[config.mk]
export PLATFORM = sky130hd
export DESIGN_NAME = vga_fb_arbiter_flat
export DESIGN_NICKNAME = d
export VERILOG_FILES = /design/src/rtl/vga_pkg.sv /design/src/rtl/vga_fb_arbiter_if.sv /design/src/rtl/vga_fb_addr.sv /design/src/rtl/vga_fb_arbiter.sv /design/src/flat_wrapper.sv
export SDC_FILE = /design/constraint.sdc
export NUM_CORES = 1
export LEC_CHECK = 0
export BUFFER_PORTS_ARGS = -buffer_cell sky130_fd_sc_hd__buf_2
export CELL_PAD_IN_SITES_DETAIL_PLACEMENT = 1
export CELL_PAD_IN_SITES_GLOBAL_PLACEMENT = 1
export CORE_UTILIZATION = 24
export CTS_CLUSTER_DIAMETER = 100
export CTS_CLUSTER_SIZE = 12
export DETAILED_ROUTE_END_ITERATION = 10
export PLACE_DENSITY = 0.83
export SLEW_MARGIN = 15
export SYNTH_ARGS = -nofsm -noshare
export SYNTH_HDL_FRONTEND = slang
export SYNTH_SLANG_ARGS = --single-unit
[constraint.sdc]
create_clock -name i_clk -period 1.81 [get_ports i_clk]
set_input_delay 0.0905 -clock i_clk [delete_from_list [all_inputs] [get_ports i_clk]]
set_output_delay 0.0905 -clock i_clk [all_outputs]
set_load 0.01 [all_outputs]
[src/rtl/vga_pkg.sv]
// vga_pkg: constants and types shared by the VGA framebuffer blocks.
//   - Framebuffer geometry (160x120 cells, each shown as a 4x4 pixel block).
//   - 640x480@60 timing extents (visible / total).
//   - RGB333 pixel type, packed {r,g,b} with red in the MSBs.
package vga_pkg;

  localparam int FB_W     = 160;
  localparam int FB_H     = 120;
  localparam int FB_DEPTH = FB_W * FB_H;

  localparam int H_ACTIVE = 640;
  localparam int H_TOTAL  = 800;
  localparam int V_ACTIVE = 480;
  localparam int V_TOTAL  = 525;

  localparam int FB_ADDR_W = 15;
  localparam int CHAN_W    = 3;
  localparam int RGB_W     = 3 * CHAN_W;

  typedef struct packed {
    logic [CHAN_W-1:0] r;
    logic [CHAN_W-1:0] g;
    logic [CHAN_W-1:0] b;
  } rgb333_t;

endpackage

[src/rtl/vga_fb_arbiter_if.sv]
// vga_fb_arbiter_if: writer handshakes plus the framebuffer RAM port.
//   master: the environment (two writers and the RAM read data).
//   slave : the arbiter.
// Handshake: a writer raises i_wrN_valid and holds addr/data stable until
// the clock edge where i_wrN_valid and o_wrN_ready are both high; that edge
// is the transfer. o_wrN_ready never depends on the same writer's valid.
interface vga_fb_arbiter_if;
  import vga_pkg::*;

  logic                 i_wr0_valid;
  logic                 o_wr0_ready;
  logic [FB_ADDR_W-1:0] i_wr0_addr;
  logic [RGB_W-1:0]     i_wr0_data;

  logic                 i_wr1_valid;
  logic                 o_wr1_ready;
  logic [FB_ADDR_W-1:0] i_wr1_addr;
  logic [RGB_W-1:0]     i_wr1_data;

  logic                 o_ram_en;
  logic                 o_ram_we;
  logic [FB_ADDR_W-1:0] o_ram_addr;
  logic [RGB_W-1:0]     o_ram_wdata;
  logic [RGB_W-1:0]     i_ram_rdata;

  modport master (
    output i_wr0_valid, i_wr0_addr, i_wr0_data,
    output i_wr1_valid, i_wr1_addr, i_wr1_data,
    output i_ram_rdata,
    input  o_wr0_ready, o_wr1_ready,
    input  o_ram_en, o_ram_we, o_ram_addr, o_ram_wdata
  );

  modport slave (
    input  i_wr0_valid, i_wr0_addr, i_wr0_data,
    input  i_wr1_valid, i_wr1_addr, i_wr1_data,
    input  i_ram_rdata,
    output o_wr0_ready, o_wr1_ready,
    output o_ram_en, o_ram_we, o_ram_addr, o_ram_wdata
  );

endinterface

[src/rtl/vga_fb_addr.sv]
// vga_fb_addr: combinational screen-pixel to framebuffer-cell address.
//   i_px, i_py : pixel column/row from the sync generator.
//   o_addr     : (py/4)*160 + px/4, built from shifts and adds.
module vga_fb_addr
  import vga_pkg::*;
(
  input  logic [9:0]           i_px,
  input  logic [9:0]           i_py,
  output logic [FB_ADDR_W-1:0] o_addr
);

  logic [FB_ADDR_W-1:0] row;
  logic [FB_ADDR_W-1:0] col;
  logic [3:0]           unused_lsbs;

  assign row = {7'd0, i_py[9:2]};
  assign col = {7'd0, i_px[9:2]};

  // row*160 = row*128 + row*32; max row 131 keeps the sum inside 15 bits.
  assign o_addr = (row << 7) + (row << 5) + col;

  // The 2 LSBs select the pixel inside a 4x4 cell and do not affect the address.
  assign unused_lsbs = {i_px[1:0], i_py[1:0]};

endmodule

[src/rtl/vga_fb_arbiter.sv]
// vga_fb_arbiter: shares one single-port framebuffer RAM between VGA scanout
// and two round-robin writers.
//   i_clk, i_reset_n : pixel clock, async active-low reset.
//   i_px, i_py       : sync-generator pixel coordinates.
//   i_activeArea     : high inside the visible 640x480 region.
//   bus (slave)      : writer handshakes and the RAM port.
//   o_red/green/blue : pixel colour, 2 cycles behind i_px/i_py.
//   o_activeArea     : i_activeArea delayed 2 cycles.
// Every 4th active pixel is a scan slot that reads the cell under the beam;
// all other cycles are free for at most one write.
module vga_fb_arbiter
  import vga_pkg::*;
(
  input  logic                i_clk,
  input  logic                i_reset_n,
  input  logic [9:0]          i_px,
  input  logic [9:0]          i_py,
  input  logic                i_activeArea,
  vga_fb_arbiter_if.slave     bus,
  output logic [CHAN_W-1:0]   o_red,
  output logic [CHAN_W-1:0]   o_green,
  output logic [CHAN_W-1:0]   o_blue,
  output logic                o_activeArea
);

  logic                 scan_slot;
  logic                 free_slot;
  logic                 xfer0;
  logic                 xfer1;
  logic                 rr;
  logic                 scan_d1;
  logic                 act_d1;
  logic                 act_d2;
  rgb333_t              pix_q;
  logic [FB_ADDR_W-1:0] scan_addr;

  vga_fb_addr u_addr (
    .i_px   (i_px),
    .i_py   (i_py),
    .o_addr (scan_addr)
  );

  assign scan_slot = i_activeArea && (i_px[1:0] == 2'b00);
  // Readies are forced low while reset is held so nothing can transfer.
  assign free_slot = i_reset_n && !scan_slot;

  // Each writer only looks at the other writer's valid, never its own.
  assign bus.o_wr0_ready = free_slot && (!bus.i_wr1_valid || (rr == 1'b0));
  assign bus.o_wr1_ready = free_slot && (!bus.i_wr0_valid || (rr == 1'b1));

  assign xfer0 = bus.i_wr0_valid && bus.o_wr0_ready;
  assign xfer1 = bus.i_wr1_valid && bus.o_wr1_ready;

  always_comb begin
    bus.o_ram_en    = 1'b0;
    bus.o_ram_we    = 1'b0;
    bus.o_ram_addr  = '0;
    bus.o_ram_wdata = '0;
    if (i_reset_n && scan_slot) begin
      bus.o_ram_en   = 1'b1;
      bus.o_ram_addr = scan_addr;
    end else if (xfer0) begin
      // Out-of-range writes still complete the handshake but never reach the RAM.
      bus.o_ram_en    = (32'(bus.i_wr0_addr) < FB_DEPTH);
      bus.o_ram_we    = 1'b1;
      bus.o_ram_addr  = bus.i_wr0_addr;
      bus.o_ram_wdata = bus.i_wr0_data;
    end else if (xfer1) begin
      bus.o_ram_en    = (32'(bus.i_wr1_addr) < FB_DEPTH);
      bus.o_ram_we    = 1'b1;
      bus.o_ram_addr  = bus.i_wr1_addr;
      bus.o_ram_wdata = bus.i_wr1_data;
    end
  end

  always_ff @(posedge i_clk or negedge i_reset_n) begin
    if (!i_reset_n) begin
      rr      <= 1'b0;
      scan_d1 <= 1'b0;
      act_d1  <= 1'b0;
      act_d2  <= 1'b0;
      pix_q   <= '0;
    end else begin
      if (xfer0) begin
        rr <= 1'b1;
      end else if (xfer1) begin
        rr <= 1'b0;
      end
      scan_d1 <= scan_slot;
      // RAM read data is valid the cycle after the scan slot.
      if (scan_d1) begin
        pix_q <= rgb333_t'(bus.i_ram_rdata);
      end
      act_d1 <= i_activeArea;
      act_d2 <= act_d1;
    end
  end

  assign o_activeArea = act_d2;
  assign o_red        = act_d2 ? pix_q.r : '0;
  assign o_green      = act_d2 ? pix_q.g : '0;
  assign o_blue       = act_d2 ? pix_q.b : '0;

endmodule
[src/flat_wrapper.sv]
// flat-port wrapper written by rule: the top's interface ports become plain ports
module vga_fb_arbiter_flat import vga_pkg::*;
  (i_clk, i_reset_n, i_px, i_py, i_activeArea, o_red, o_green, o_blue, o_activeArea, bus_i_wr0_valid, bus_i_wr0_addr, bus_i_wr0_data, bus_i_wr1_valid, bus_i_wr1_addr, bus_i_wr1_data, bus_i_ram_rdata, bus_o_wr0_ready, bus_o_wr1_ready, bus_o_ram_en, bus_o_ram_we, bus_o_ram_addr, bus_o_ram_wdata);
  vga_fb_arbiter_if bus_i ();
  input  logic i_clk;
  input  logic i_reset_n;
  input  logic [9:0] i_px;
  input  logic [9:0] i_py;
  input  logic i_activeArea;
  output logic [CHAN_W-1:0] o_red;
  output logic [CHAN_W-1:0] o_green;
  output logic [CHAN_W-1:0] o_blue;
  output logic o_activeArea;
  input wire logic [$bits(bus_i.i_wr0_valid)-1:0] bus_i_wr0_valid;
  input wire logic [$bits(bus_i.i_wr0_addr)-1:0] bus_i_wr0_addr;
  input wire logic [$bits(bus_i.i_wr0_data)-1:0] bus_i_wr0_data;
  input wire logic [$bits(bus_i.i_wr1_valid)-1:0] bus_i_wr1_valid;
  input wire logic [$bits(bus_i.i_wr1_addr)-1:0] bus_i_wr1_addr;
  input wire logic [$bits(bus_i.i_wr1_data)-1:0] bus_i_wr1_data;
  input wire logic [$bits(bus_i.i_ram_rdata)-1:0] bus_i_ram_rdata;
  output wire logic [$bits(bus_i.o_wr0_ready)-1:0] bus_o_wr0_ready;
  output wire logic [$bits(bus_i.o_wr1_ready)-1:0] bus_o_wr1_ready;
  output wire logic [$bits(bus_i.o_ram_en)-1:0] bus_o_ram_en;
  output wire logic [$bits(bus_i.o_ram_we)-1:0] bus_o_ram_we;
  output wire logic [$bits(bus_i.o_ram_addr)-1:0] bus_o_ram_addr;
  output wire logic [$bits(bus_i.o_ram_wdata)-1:0] bus_o_ram_wdata;
  assign bus_i.i_wr0_valid = bus_i_wr0_valid;
  assign bus_i.i_wr0_addr = bus_i_wr0_addr;
  assign bus_i.i_wr0_data = bus_i_wr0_data;
  assign bus_i.i_wr1_valid = bus_i_wr1_valid;
  assign bus_i.i_wr1_addr = bus_i_wr1_addr;
  assign bus_i.i_wr1_data = bus_i_wr1_data;
  assign bus_i.i_ram_rdata = bus_i_ram_rdata;
  assign bus_o_wr0_ready = bus_i.o_wr0_ready;
  assign bus_o_wr1_ready = bus_i.o_wr1_ready;
  assign bus_o_ram_en = bus_i.o_ram_en;
  assign bus_o_ram_we = bus_i.o_ram_we;
  assign bus_o_ram_addr = bus_i.o_ram_addr;
  assign bus_o_ram_wdata = bus_i.o_ram_wdata;
  vga_fb_arbiter u_core (.i_clk(i_clk), .i_reset_n(i_reset_n), .i_px(i_px), .i_py(i_py), .i_activeArea(i_activeArea), .bus(bus_i), .o_red(o_red), .o_green(o_green), .o_blue(o_blue), .o_activeArea(o_activeArea));
endmodule
Yosys cells after proc, flatten, opt, wreduce, memory -nomap -nowiden
Index checks and enable logic that the tools add are counted.
- add/subtract/negate cells: 2
- multiply operators: 0
- div/mod/pow operators: 0
- magnitude comparators: 2
- eq/ne operators: 0
- shift-type cells: 0
- muxes and demuxes: 17
- bitwise gates (word level): 1
- reduce and logical (&&, ||, !) cells: 14
- operators by type and width (kind ; count):
    15-bit 2-to-1 mux ; 3
    15-bit < comparator (second input constant) ; 2
    9-bit 2-to-1 mux ; 3
    15-bit by 13-bit adder with 15-bit output ; 1
    15-bit by 8-bit adder with 15-bit output ; 1
    3-bit 2-to-1 mux ; 3
    1-bit 2-to-1 mux ; 8
    1-bit logical AND ; 7
    1-bit logical NOT ; 3
    2-bit logical NOT ; 1
    1-bit logical OR ; 2
    2-bit nonzero test ; 1
    1-bit NOT ; 1
- register bits: 13
- latch bits: 0
- bits in writable memories: 0
- bits in read-only memories: 0
- input port bits: 82
- logic and storage cells: 43
- memories: 0

Logic depth before layout (Yosys ltp)
Gate-level depths: netlist of the first run.
- depth in word-level cells: 9
- gate-level depth with buffers: 9

By module
A second synthesis of the first run with hierarchy kept.
- cells, all modules: 165
- area, all modules: 1557.7 um2
- by module, submodules not included (module ; times used ; cells an instance ; area an instance (um2)):
    vga_fb_arbiter ; 1 ; 104 ; 1044.8
    vga_fb_addr ; 1 ; 61 ; 513.0

Worst setup path after synthesis of the first run
OpenSTA, ideal clock, no wires.
- path kind: in2out
- start: input i_px[9]
- end: output bus_o_ram_addr[12]
- arrival time: 2061 ps
- data required time: 1719 ps
- setup slack: -341 ps
- stages: 9
- path buffers: 0
- path through: inv_1 -> fa_1 -> inv_1 -> fa_1 -> a21oi_1 -> o21ai_1 -> a31oi_1 -> xor2_1 -> a211oi_1
- word-level cells in the longest chain between the ends: 2
- RTL lines (element ; RTL line ; RTL):
    start: declaration ; flat_wrapper.sv:7 ; input logic [9:0] i_px;
    15-bit by 8-bit adder with 15-bit output ; vga_fb_addr.sv:20 ; assign o_addr = (row << 7) + (row << 5) + col;
    15-bit 2-to-1 mux ; vga_fb_arbiter.sv:59 ; if (i_reset_n && scan_slot) begin
    end: declaration ; flat_wrapper.sv:25 ; output wire logic [$bits(bus_i.o_ram_addr)-1:0] bus_o_ram_addr;
Every way passes these cells.

Final worst setup path of the first run
- start: input i_py[4]
- end: output bus_o_ram_addr[12]
- word-level cells in the longest chain between the ends: 3
- RTL lines (element ; RTL line ; RTL):
    start: declaration ; flat_wrapper.sv:8 ; input logic [9:0] i_py;
    15-bit by 13-bit adder with 15-bit output ; vga_fb_addr.sv:20 ;
    15-bit by 8-bit adder with 15-bit output ; vga_fb_addr.sv:20 ;
    15-bit 2-to-1 mux ; vga_fb_arbiter.sv:59 ;
Every way passes these cells.

==> metrics.txt, run 1 <==
CP Capture Type=output pin; First DRT Iteration DRCs=41; clock-pin slew on the worst setup and hold paths=about 0.05 ns; Netlist cell types=33; commonest non-fill, non-tap cell in the layout=buf_2; WS Path Type=input port to output pin; vias in the first global route=approximately 1,900; Clock Power Share=approximately 18%; Peak VDD IR=356 uV; Crit-path slowest cell=fa_1; final setup vio count=6; Rows=28; Setup crit start kind=input port; delay-heaviest family, CP=adder cells; Final #Nets=420; DIE WIDTH=slightly above 80 um; Core ar.=between 5000 and 6000 um2; reg2reg setup slack=roughly 0.73 ns; Area Overhead vs Synth=68.1%; max_cap viols=0; layout cells sized above 1=~54%; first-pass GRT wire length=8690 um; Cells after Synth=approximately 180; YS warnings=0; sequential power share=27.2%; Worst Hold Class=input port to flip-flop; syn_area_per_cell=between 8 and 9 um2; max frequency=~0.44 GHz; Static Leakage=approximately 1.3 nW; synthesized net count=280; largest net degree at the start of global routing=21; Slew headroom=around three quarters; minimum clock period=~2.3 ns; Worst R2R End=u_core.pix_q[8]; status=finished, violations left; clock net sink count=13; All-Layer GR Usage=between 10% and 20%; final cell count without fillers=about 400; # DRC=0; routed len/inst=14.8 um; setup TNS=-2.03 ns; P per Cell Area=544 nW/um2; PortBufs=117; CTS buffer count=3; final hold violations=0; part of the cycle the worst path needs=126%; H-tree Lvls=1; post-synthesis register bit count=13; Initial Util=25.0%; IO Count=120; commonest cells after routing, fill and taps aside=buf_2, nand2_1, buf_4; Sw Pwr=0.000495 W; WP data required=roughly 1.7 ns; Critical Path, Cell by Cell=buf_8 -> inv_8 -> fa_1 -> inv_2 -> fa_2 -> a21oi_2 -> o21ai_2 -> a31oi_2 -> xor2_1 -> a211oi_2 -> buf_2; Worst R2R Start=u_core.scan_d1; CP Data Arrival Time=2.18 ns; clk root buf=clkbuf_8; CP bufs+invs=4; failing checks=setup timing; routed vias/inst=4.90; Slew Limit Fails=0; RSZ-0062 raised after global routing=true; sequential fraction of the synthesis area=21.8%; CTS tree=yes; grt ovf=0; Placer Congestion=0.824; fillers=765; Hold Path Cell Cnt=2; WHS Endpoint=u_core.pix_q[1]; worst r2r path cells=1; Antenna Cells=0; initial antenna violation count=0; dpl hpwl=4930 um; hold_sp=bus_i_ram_rdata[1]; combinational cell fraction of total power=54.9%; Clk Latency, worst-skew pair=between 0.2 and 0.25 ns; clk_skew=0.00259 ns; die height=around 81 um; ANT nets after route=0; crit-path max FO=3; drt pass-1 iters=4; Total Wirelength=approximately 6000 um; Slew @ Worst Pin=around 0.40 ns; die area=around 6500 um2; Int Pwr=0.000867 W; switching part of the total=36.4%; Max Buffers Root-to-Sink=2; vias post-DR=about 1,900; Worst Slack Setup Final=-0.464 ns; crit-path max cell delay=0.54 ns; placed insts=a little under 400; Synth Cell Area=between 1000 and 1500 um2
[power by group through the flow]
stage | registers, W | logic, W | clock network (W)
finish | 0.000370 | 0.000748 | 0.000244
global route | 0.000377 | 0.000820 | 0.000264
CTS | 0.000370 | 0.000718 | 0.000251
detailed placement | 0.000375 | 0.000686 | 0
global placement | 0.000370 | 0.000653 | 0
floorplan | 0.000363 | 0.000381 | 0
[stage by stage]
stage	hold slack [ns]	total power (W)	setup slack (ns)	util (%)	cell area (um2)
2_1_floorplan	-0.205	0.000744	-0.0481	-	1550
3_3_place_gp	0.0594	0.00102	-0.352	39.5	2350
3_5_place_dp	0.0732	0.00106	-0.462	39.5	2350
4_1_cts	0.0777	0.00134	-0.421	41.3	2460
5_1_grt	0.0889	0.00146	-0.550	42.1	2500
6_report	0.0789	0.00136	-0.464	42.1	2500
[timing repair]
action / 4_1_cts / 5_1_grt
endpoints found under the hold margin: 14 / 0
hold buffers: 2 / 0
gates resized for setup: 11 / 8
pin swaps: 17 / 18
setup endpoints to repair: 17 / 14
buffers inserted: 1 / 2
[cells by family after synthesis]
logic type,count (synthesis),synth area share (%)
AO/OA/AOI/OAI,58,24.9
XOR/XNOR,7,4.11
adder cells (fa/ha/maj),17,15.3
buffers and inverters,18,5.46
flip-flops,13,21.8
multiplexers,19,13.5
AND/OR/NAND/NOR,49,14.9
[cell usage after synthesis]
library cell / n / area, um2
nand2_1: 32 / 120
a21oi_1: 19 / 95.1
ha_1: 15 / 188
dfrtp_1: 13 / 325
o21ai_1: 12 / 60.1
and2_1: 10 / 62.6
mux2i_1: 10 / 100
mux2_1: 9 / 101
a211oi_1: 8 / 60.1
inv_1: 7 / 26.3
a221oi_1: 5 / 43.8
inv_2: 4 / 15.0
nor2_1: 4 / 15.0
xor2_1: 4 / 35.0
a31oi_1: 3 / 18.8
clkbuf_1: 3 / 11.3
xnor2_1: 3 / 26.3
a21o_1: 2 / 15.0
fa_1: 2 / 40.0
o21ai_0: 2 / 10.0
o22ai_1: 2 / 12.5
a21boi_1: 1 / 7.51
a21boi_4: 1 / 18.8
a311oi_2: 1 / 15.0
buf_2: 1 / 5.00
buf_4: 1 / 7.51
buf_6: 1 / 11.3
clkinv_2: 1 / 5.00
nand2b_1: 1 / 6.26
nor2_4: 1 / 11.3
nor2b_1: 1 / 6.26
o211ai_1: 1 / 7.51
o31ai_1: 1 / 7.51
[worst max-delay path by stage]
stage             from                  to  slack, ns  cells after the start
4_1_cts        i_py[4]  bus_o_ram_addr[14]      -0.42                     11
2_1_floorplan  i_py[4]  bus_o_ram_addr[13]      -0.05                      9
3_3_place_gp   i_py[4]  bus_o_ram_addr[13]      -0.35                     11
5_1_grt        i_py[4]  bus_o_ram_addr[13]      -0.55                     11
3_5_place_dp   i_py[4]  bus_o_ram_addr[13]      -0.46                     11
6_report       i_py[4]  bus_o_ram_addr[12]      -0.46                     11
[layout make-up]
type                            instances  area, um2  area share, %
Tap cell                               75       93.8           3.75
Inverter                               12       53.8           2.15
Multi-Input combinational cell        150       1180           47.2
Clock buffer                            4       45.0           1.80
Timing Repair Buffer                  141        803           32.1
Sequential cell                        13        327           13.0
[metal layers]
layer	global-route usage (%)	up-vias	wire [um]
met5	0	-	0
li1	-	922	-
met3	1.57	8	402
met4	3.39	0	70
met2	34.4	90	3150
met1	19.0	916	2230
[state kept, by name, indices dropped and copies added, names as in the netlist]
| name | cells |
|---|---|
| u_core.rr | 1 |
| u_core.o_activeArea | 1 |
| u_core.pix_q | 9 |
| u_core.scan_d1 | 1 |
| u_core.act_d1 | 1 |
No activity file was read; power rests on OpenSTA's default activity.
==> run 2: changes to the inputs <==
--- a/config.mk
+++ b/config.mk
@@ -5,14 +5,14 @@
 export SDC_FILE = /design/constraint.sdc
 export NUM_CORES = 1
 export LEC_CHECK = 0
-export BUFFER_PORTS_ARGS = -buffer_cell sky130_fd_sc_hd__buf_2
 export CELL_PAD_IN_SITES_DETAIL_PLACEMENT = 1
 export CELL_PAD_IN_SITES_GLOBAL_PLACEMENT = 1
-export CORE_UTILIZATION = 24
+export CORE_UTILIZATION = 40
 export CTS_CLUSTER_DIAMETER = 100
 export CTS_CLUSTER_SIZE = 12
 export DETAILED_ROUTE_END_ITERATION = 10
-export PLACE_DENSITY = 0.83
+export DONT_BUFFER_PORTS = 1
+export PLACE_DENSITY = 0.81
 export SLEW_MARGIN = 15
 export SYNTH_ARGS = -nofsm -noshare
 export SYNTH_HDL_FRONTEND = slang
==> constraint.sdc (replaced) <==
create_clock -name i_clk -period 2.7 [get_ports i_clk]
set_input_delay 0.135 -clock i_clk [delete_from_list [all_inputs] [get_ports i_clk]]
set_output_delay 0.135 -clock i_clk [all_outputs]
set_load 0.01 [all_outputs]
==> run 2 against run 1 <==
Effect of this change:
- the run now ends clean
- first-iteration DRC count shrank 29%
- register-to-register slack improved by 0.90 ns
- largest cell class unchanged
- core utilization grew 4.9 points
- die area fell by 39%
- critical path type unchanged
- flip-flop and latch count stayed put
- critical endpoint is now bus_o_ram_addr[13]
==> metrics.txt, run 2 (synthesis gave the netlist of run 1 again) <==
layout cells sized above 1=8.65% (-45 points); All-Layer GR Usage=22.3% (+5.2 points); vias in the first global route=1,458 (-24%); Int Pwr=0.000448 W (-48%); Clock Power Share=24.1% (+6.2 points); Slew Limit Fails=0 (unchanged); Setup crit end=bus_o_ram_addr[13]; setup TNS=0 ns (+2.03 ns); PortBufs=0 (-100%); worst r2r path cells=1 (unchanged); Final #Nets=285 (-32%); Post-CTS Resized=0 (-11); Max Buffers Root-to-Sink=2 (unchanged); Peak VDD IR=176 uV (-51%); Worst R2R Start=u_core.scan_d1; clock-pin slew on the worst setup and hold paths=0.06 ns (about the same); Core ar.=3440 um2 (-42%); combinational cell fraction of total power=40.8% (-14 points); Antenna Cells=0 (unchanged); Sw Pwr=0.000264 W (-47%); max frequency=0.403 GHz; die height=63.0 um (-22%); CP Data Arrival Time=2.35 ns (+0.17 ns); Rows=21 (-25%); max reg flops=9 (unchanged); status=finished clean; max_cap viols=0 (unchanged); clock net sink count=13 (unchanged); IO Count=120 (unchanged); initial antenna violation count=0 (unchanged); commonest cells after routing, fill and taps aside=nand2_1, a21oi_1, ha_1; switching part of the total=37.1% (+0.69 points); largest net degree at the start of global routing=21 (unchanged); sequential power share=35.1% (+7.9 points); WS Path Type=input port to output pin; die area=3970 um2 (-39%); CP Capture Type=output pin; Placer Congestion=0.753 (-8.6%); H-tree Lvls=1 (unchanged); clk_skew=0.00569 ns (+0.00311 ns); Total Wirelength=4470 um (-24%); final setup vio count=0 (-6); CTS tree=yes; minimum clock period=2.48 ns; Static Leakage=0.696 nW (-47%); P per Cell Area=440 nW/um2 (-19%); final hold violations=0 (unchanged); Initial Util=43.3% (+18 points); Worst Hold Class=input port to flip-flop; dpl hpwl=3780 um (-23%); Slew headroom=49.6% (-24 points); Largest Register=u_core.pix_q; First DRT Iteration DRCs=29 (-29%); reg2reg setup slack=1.63 ns (+0.90 ns); placed insts=224 (-42%); Area Overhead vs Synth=8.40%; part of the cycle the worst path needs=92.0%; WP data required=2.57 ns (+0.85 ns); grt ovf=0 (unchanged); drt pass-1 iters=3 (-1); DIE WIDTH=63.0 um (-22%); commonest non-fill, non-tap cell in the layout=nand2_1; routed vias/inst=5.87 (+20%); routed len/inst=19.4 um (+31%); # DRC=0 (unchanged); first-pass GRT wire length=7090 um (-18%); fillers=431 (-44%); final cell count without fillers=231 (-42%); ANT nets after route=0 (unchanged); CP startpoint=i_px[9]; clk root buf=clkbuf_8; RSZ-0062 raised after global routing=false; Setup crit start kind=input port; CTS buffer count=3 (unchanged); crit-path max FO=2 (-1); Worst R2R End=u_core.pix_q[3]; Slew @ Worst Pin=0.756 ns (+0.358 ns); vias post-DR=1,357 (-30%); Clk Latency, worst-skew pair=0.24 ns (about the same)
[run 2: power groups by stage]
| stage | logic [W] | registers, W | clock network (W) |
|---|---|---|---|
| 3_3_place_gp | 0.000271 | 0.000247 | 0 |
| 4_1_cts | 0.000296 | 0.000249 | 0.000173 |
| 3_5_place_dp | 0.000287 | 0.000253 | 0 |
| 5_1_grt | 0.000326 | 0.000252 | 0.000186 |
| 6_report | 0.000290 | 0.000250 | 0.000172 |
| 2_1_floorplan | 0.000238 | 0.000243 | 0 |
[run 2: how the worst min path moves through the flow]
stage	cells after the start	startpoint	endpoint
detailed placement	0	i_reset_n	u_core.pix_q[2]
CTS	1	bus_i_ram_rdata[8]	u_core.pix_q[8]
finish	1	bus_i_ram_rdata[8]	u_core.pix_q[8]
global route	1	bus_i_ram_rdata[8]	u_core.pix_q[8]
floorplan	0	i_reset_n	u_core.act_d1
global placement	0	i_reset_n	u_core.pix_q[7]
[run 2: area by class of cell]
type / count / area (um2) / area share (%)
flip-flops and latches: 13 / 325 / 20.1
inverters: 12 / 46.3 / 2.87
multi-input cells: 150 / 1090 / 67.3
well taps: 46 / 57.6 / 3.56
repair buffers: 6 / 52.6 / 3.25
clock buffers: 3 / 41.3 / 2.56
clock inverters: 1 / 5.00 / 0.310
[run 2: critical path, cell delays in order]
cell	delay, ns
inv_1	0.03
fa_1	0.52
inv_1	0.07
ha_1	0.32
a211oi_1	0.34
o211ai_1	0.16
a31oi_1	0.24
xor2_1	0.10
a211oi_1	0.44
[run 2: stage by stage]
step           power, W  setup WS, ns  hold slack [ns]  instance area (um2)  utilization [%]
6_report       0.000711         0.217           0.0263                 1620             46.9
5_1_grt        0.000764        0.0950           0.0244                 1620             46.9
4_1_cts        0.000718         0.183           0.0284                 1610             46.8
3_5_place_dp   0.000540         0.186           -0.160                 1540             44.6
3_3_place_gp   0.000518         0.303           -0.160                 1540             44.6
2_1_floorplan  0.000481         0.460           -0.161                 1490                -
[run 2: routing by layer]
| layer | vias up | global-route usage (%) | part of all wire, % |
|---|---|---|---|
| met1 | 643 | 23.5 | 37 |
| met3 | 2 | 4.20 | 7.3 |
| met2 | 57 | 44.0 | 56 |
| met5 | - | 0 | 0 |
| li1 | 655 | - | - |
| met4 | 0 | 5.52 | 0.36 |
[run 2: what timing repair did]
item                      CTS  global route
hold endpoints to repair   15             0
hold buffers                3             0
buffers inserted            0             0
==> run 3: changes to the inputs <==
--- a/config.mk
+++ b/config.mk
@@ -7,6 +7,7 @@
 export LEC_CHECK = 0
 export CELL_PAD_IN_SITES_DETAIL_PLACEMENT = 1
 export CELL_PAD_IN_SITES_GLOBAL_PLACEMENT = 1
+export CORE_ASPECT_RATIO = 1.2
 export CORE_UTILIZATION = 40
 export CTS_CLUSTER_DIAMETER = 100
 export CTS_CLUSTER_SIZE = 12
==> run 3 against run 2 <==
Effect of this change:
- the flow now finishes with violations (DRC)
- clock power hardly changed
- register-to-register slack about the same
- sequential share of layout area grew 0.30 points
- critical path depth did not move
- global-route usage is 0.31 points lower
- core utilization decreased by 0.84 points
- clock-buffer cell count increased by 1
- critical path type unchanged
- critical endpoint unchanged
==> metrics.txt, run 3 (synthesis gave the netlist of run 1 again) <==
dpl hpwl=3710 um (-1.7%); crit-path max FO=2 (unchanged); status=finished, violations left; WP data required=2.57 ns (about the same); DIE WIDTH=57.7 um (-8.4%); setup TNS=0 ns (unchanged); First DRT Iteration DRCs=33 (+14%); IO Count=120 (unchanged); Worst Hold Class=input port to flip-flop; Core ar.=3450 um2 (+0.33%); initial antenna violation count=0 (unchanged); Setup crit start kind=input port; PortBufs=0 (unchanged); die height=68.9 um (+9.2%); grt ovf=0 (unchanged); failing checks=DRC; Final Core Density=46.1% (-0.84 points); Largest Register=u_core.pix_q; P per Cell Area=448 nW/um2 (+1.8%); Antenna Cells=0 (unchanged); Area Overhead vs Synth=6.80%; Static Leakage=0.687 nW (-1.3%); RSZ-0062 raised after global routing=false; H-tree Lvls=1 (unchanged); vias post-DR=1,394 (+2.7%); drt pass-1 iters=7 (+4); commonest cells after routing, fill and taps aside=nand2_1, a21oi_1, ha_1; Rows=23 (+9.5%); first-pass GRT wire length=6600 um (-6.9%); Slew Limit Fails=0 (unchanged); Post-CTS Resized=0 (unchanged); Int Pwr=0.000449 W (+0.22%); Initial Util=43.2% (-0.14 points); max frequency=0.397 GHz (-1.3%); largest net degree at the start of global routing=21 (unchanged); CTS buffer count=3 (unchanged); clock net sink count=13 (unchanged); switching part of the total=37.1% (+0.043 points); # DRC=9 (+9); Max Buffers Root-to-Sink=2 (unchanged); Sw Pwr=0.000265 W (+0.40%); Peak VDD IR=170 uV (-3.6%); final hold violations=0 (unchanged); Slew @ Worst Pin=0.543 ns (-0.213 ns); Final #Nets=284 (-0.35%); max_cap viols=0 (unchanged); CP Data Arrival Time=2.38 ns (+0.03 ns); Slew headroom=63.7% (+14 points); All-Layer GR Usage=21.9% (-0.31 points); Total Wirelength=4470 um (-0.11%); CP Capture Type=output pin; routed len/inst=20.2 um (+4.4%); max reg flops=9 (unchanged); minimum clock period=2.52 ns (+0.0326 ns); combinational cell fraction of total power=40.9% (about the same); vias in the first global route=1,401 (-3.9%); part of the cycle the worst path needs=93.2% (+1.2 points); CTS tree=yes; layout cells sized above 1=7.07% (-1.6 points); clock-pin slew on the worst setup and hold paths=0.05 ns (about the same); Placer Congestion=0.804 (+6.7%); Clk Latency, worst-skew pair=0.25 ns (about the same); routed vias/inst=6.31 (+7.4%); Clock Power Share=24.1% (about the same); die area=3970 um2 (about the same); sequential power share=35.0% (about the same); commonest non-fill, non-tap cell in the layout=nand2_1; ANT nets after route=0 (unchanged); final setup vio count=0 (unchanged); WS Path Type=input port to output pin; clk root buf=clkbuf_8; fillers=436 (+1.2%); clk_skew=0.00372 ns (-0.00197 ns)
run 3: repair_timing:
item,4_1_cts,5_1_grt
hold buffers,3,0
setup buffers,0,0
endpoints found under the hold margin,15,0
run 3: power groups by stage:
stage / logic [W] / clock network, W / registers (W)
6_report: 0.000292 / 0.000172 / 0.000249
5_1_grt: 0.000325 / 0.000189 / 0.000254
4_1_cts: 0.000294 / 0.000179 / 0.000250
3_5_place_dp: 0.000285 / 0 / 0.000253
3_3_place_gp: 0.000269 / 0 / 0.000247
2_1_floorplan: 0.000238 / 0 / 0.000243
run 3: per-layer routing:
| metal | share of wire [%] | global-route usage (%) | vias to the layer above | routed length (um) |
|---|---|---|---|---|
| li1 | - | - | 653 | - |
| met1 | 36 | 24.7 | 662 | 1590 |
| met2 | 54 | 41.1 | 72 | 2430 |
| met3 | 8.4 | 3.92 | 7 | 374 |
| met4 | 1.7 | 8.93 | 0 | 74 |
| met5 | 0 | 0 | - | 0 |
run 3: worst max-delay path: stages:
cell      delay, ns
inv_1          0.04
fa_1           0.54
inv_1          0.08
ha_1           0.32
a211oi_1       0.31
o211ai_1       0.17
a31oi_1        0.24
xor2_1         0.09
a211oi_1       0.47
run 3: layout make-up:
type,instances,area [um2],share of cell area [%]
Timing Repair Buffer,5,45.0,2.83
Clock buffer,4,45.0,2.83
Multi-Input combinational cell,150,1080,68.1
Tap cell,37,46.3,2.91
Sequential cell,13,325,20.4
Inverter,12,46.3,2.91
run 3: worst paths after layout:
kind,startpoint,to,slack [ns],cells after the start
setup / recovery,i_px[9],bus_o_ram_addr[13],0.18,9
hold reg to reg,u_core.act_d1,u_core.o_activeArea,0.35,0
setup reg to reg,u_core.scan_d1,u_core.pix_q[4],1.63,1
max in group asynchronous,i_reset_n,u_core.pix_q[4],2.03,1
hold / removal,bus_i_ram_rdata[5],u_core.pix_q[5],0.02,1
min in group asynchronous,i_reset_n,u_core.pix_q[6],0.31,1
run 3: stage by stage:
stage | setup WS [ns] | total power, W | std cells | hold slack, ns | area, um2
after global routing | 0.110 | 0.000767 | 221 | 0.0196 | 1590
after global placement | 0.298 | 0.000516 | 214 | -0.160 | 1520
after floorplan | 0.460 | 0.000481 | 181 | -0.161 | 1490
after CTS | 0.181 | 0.000723 | 221 | 0.0183 | 1590
final | 0.184 | 0.000713 | 221 | 0.0234 | 1590
after detailed placement | 0.186 | 0.000539 | 214 | -0.160 | 1520
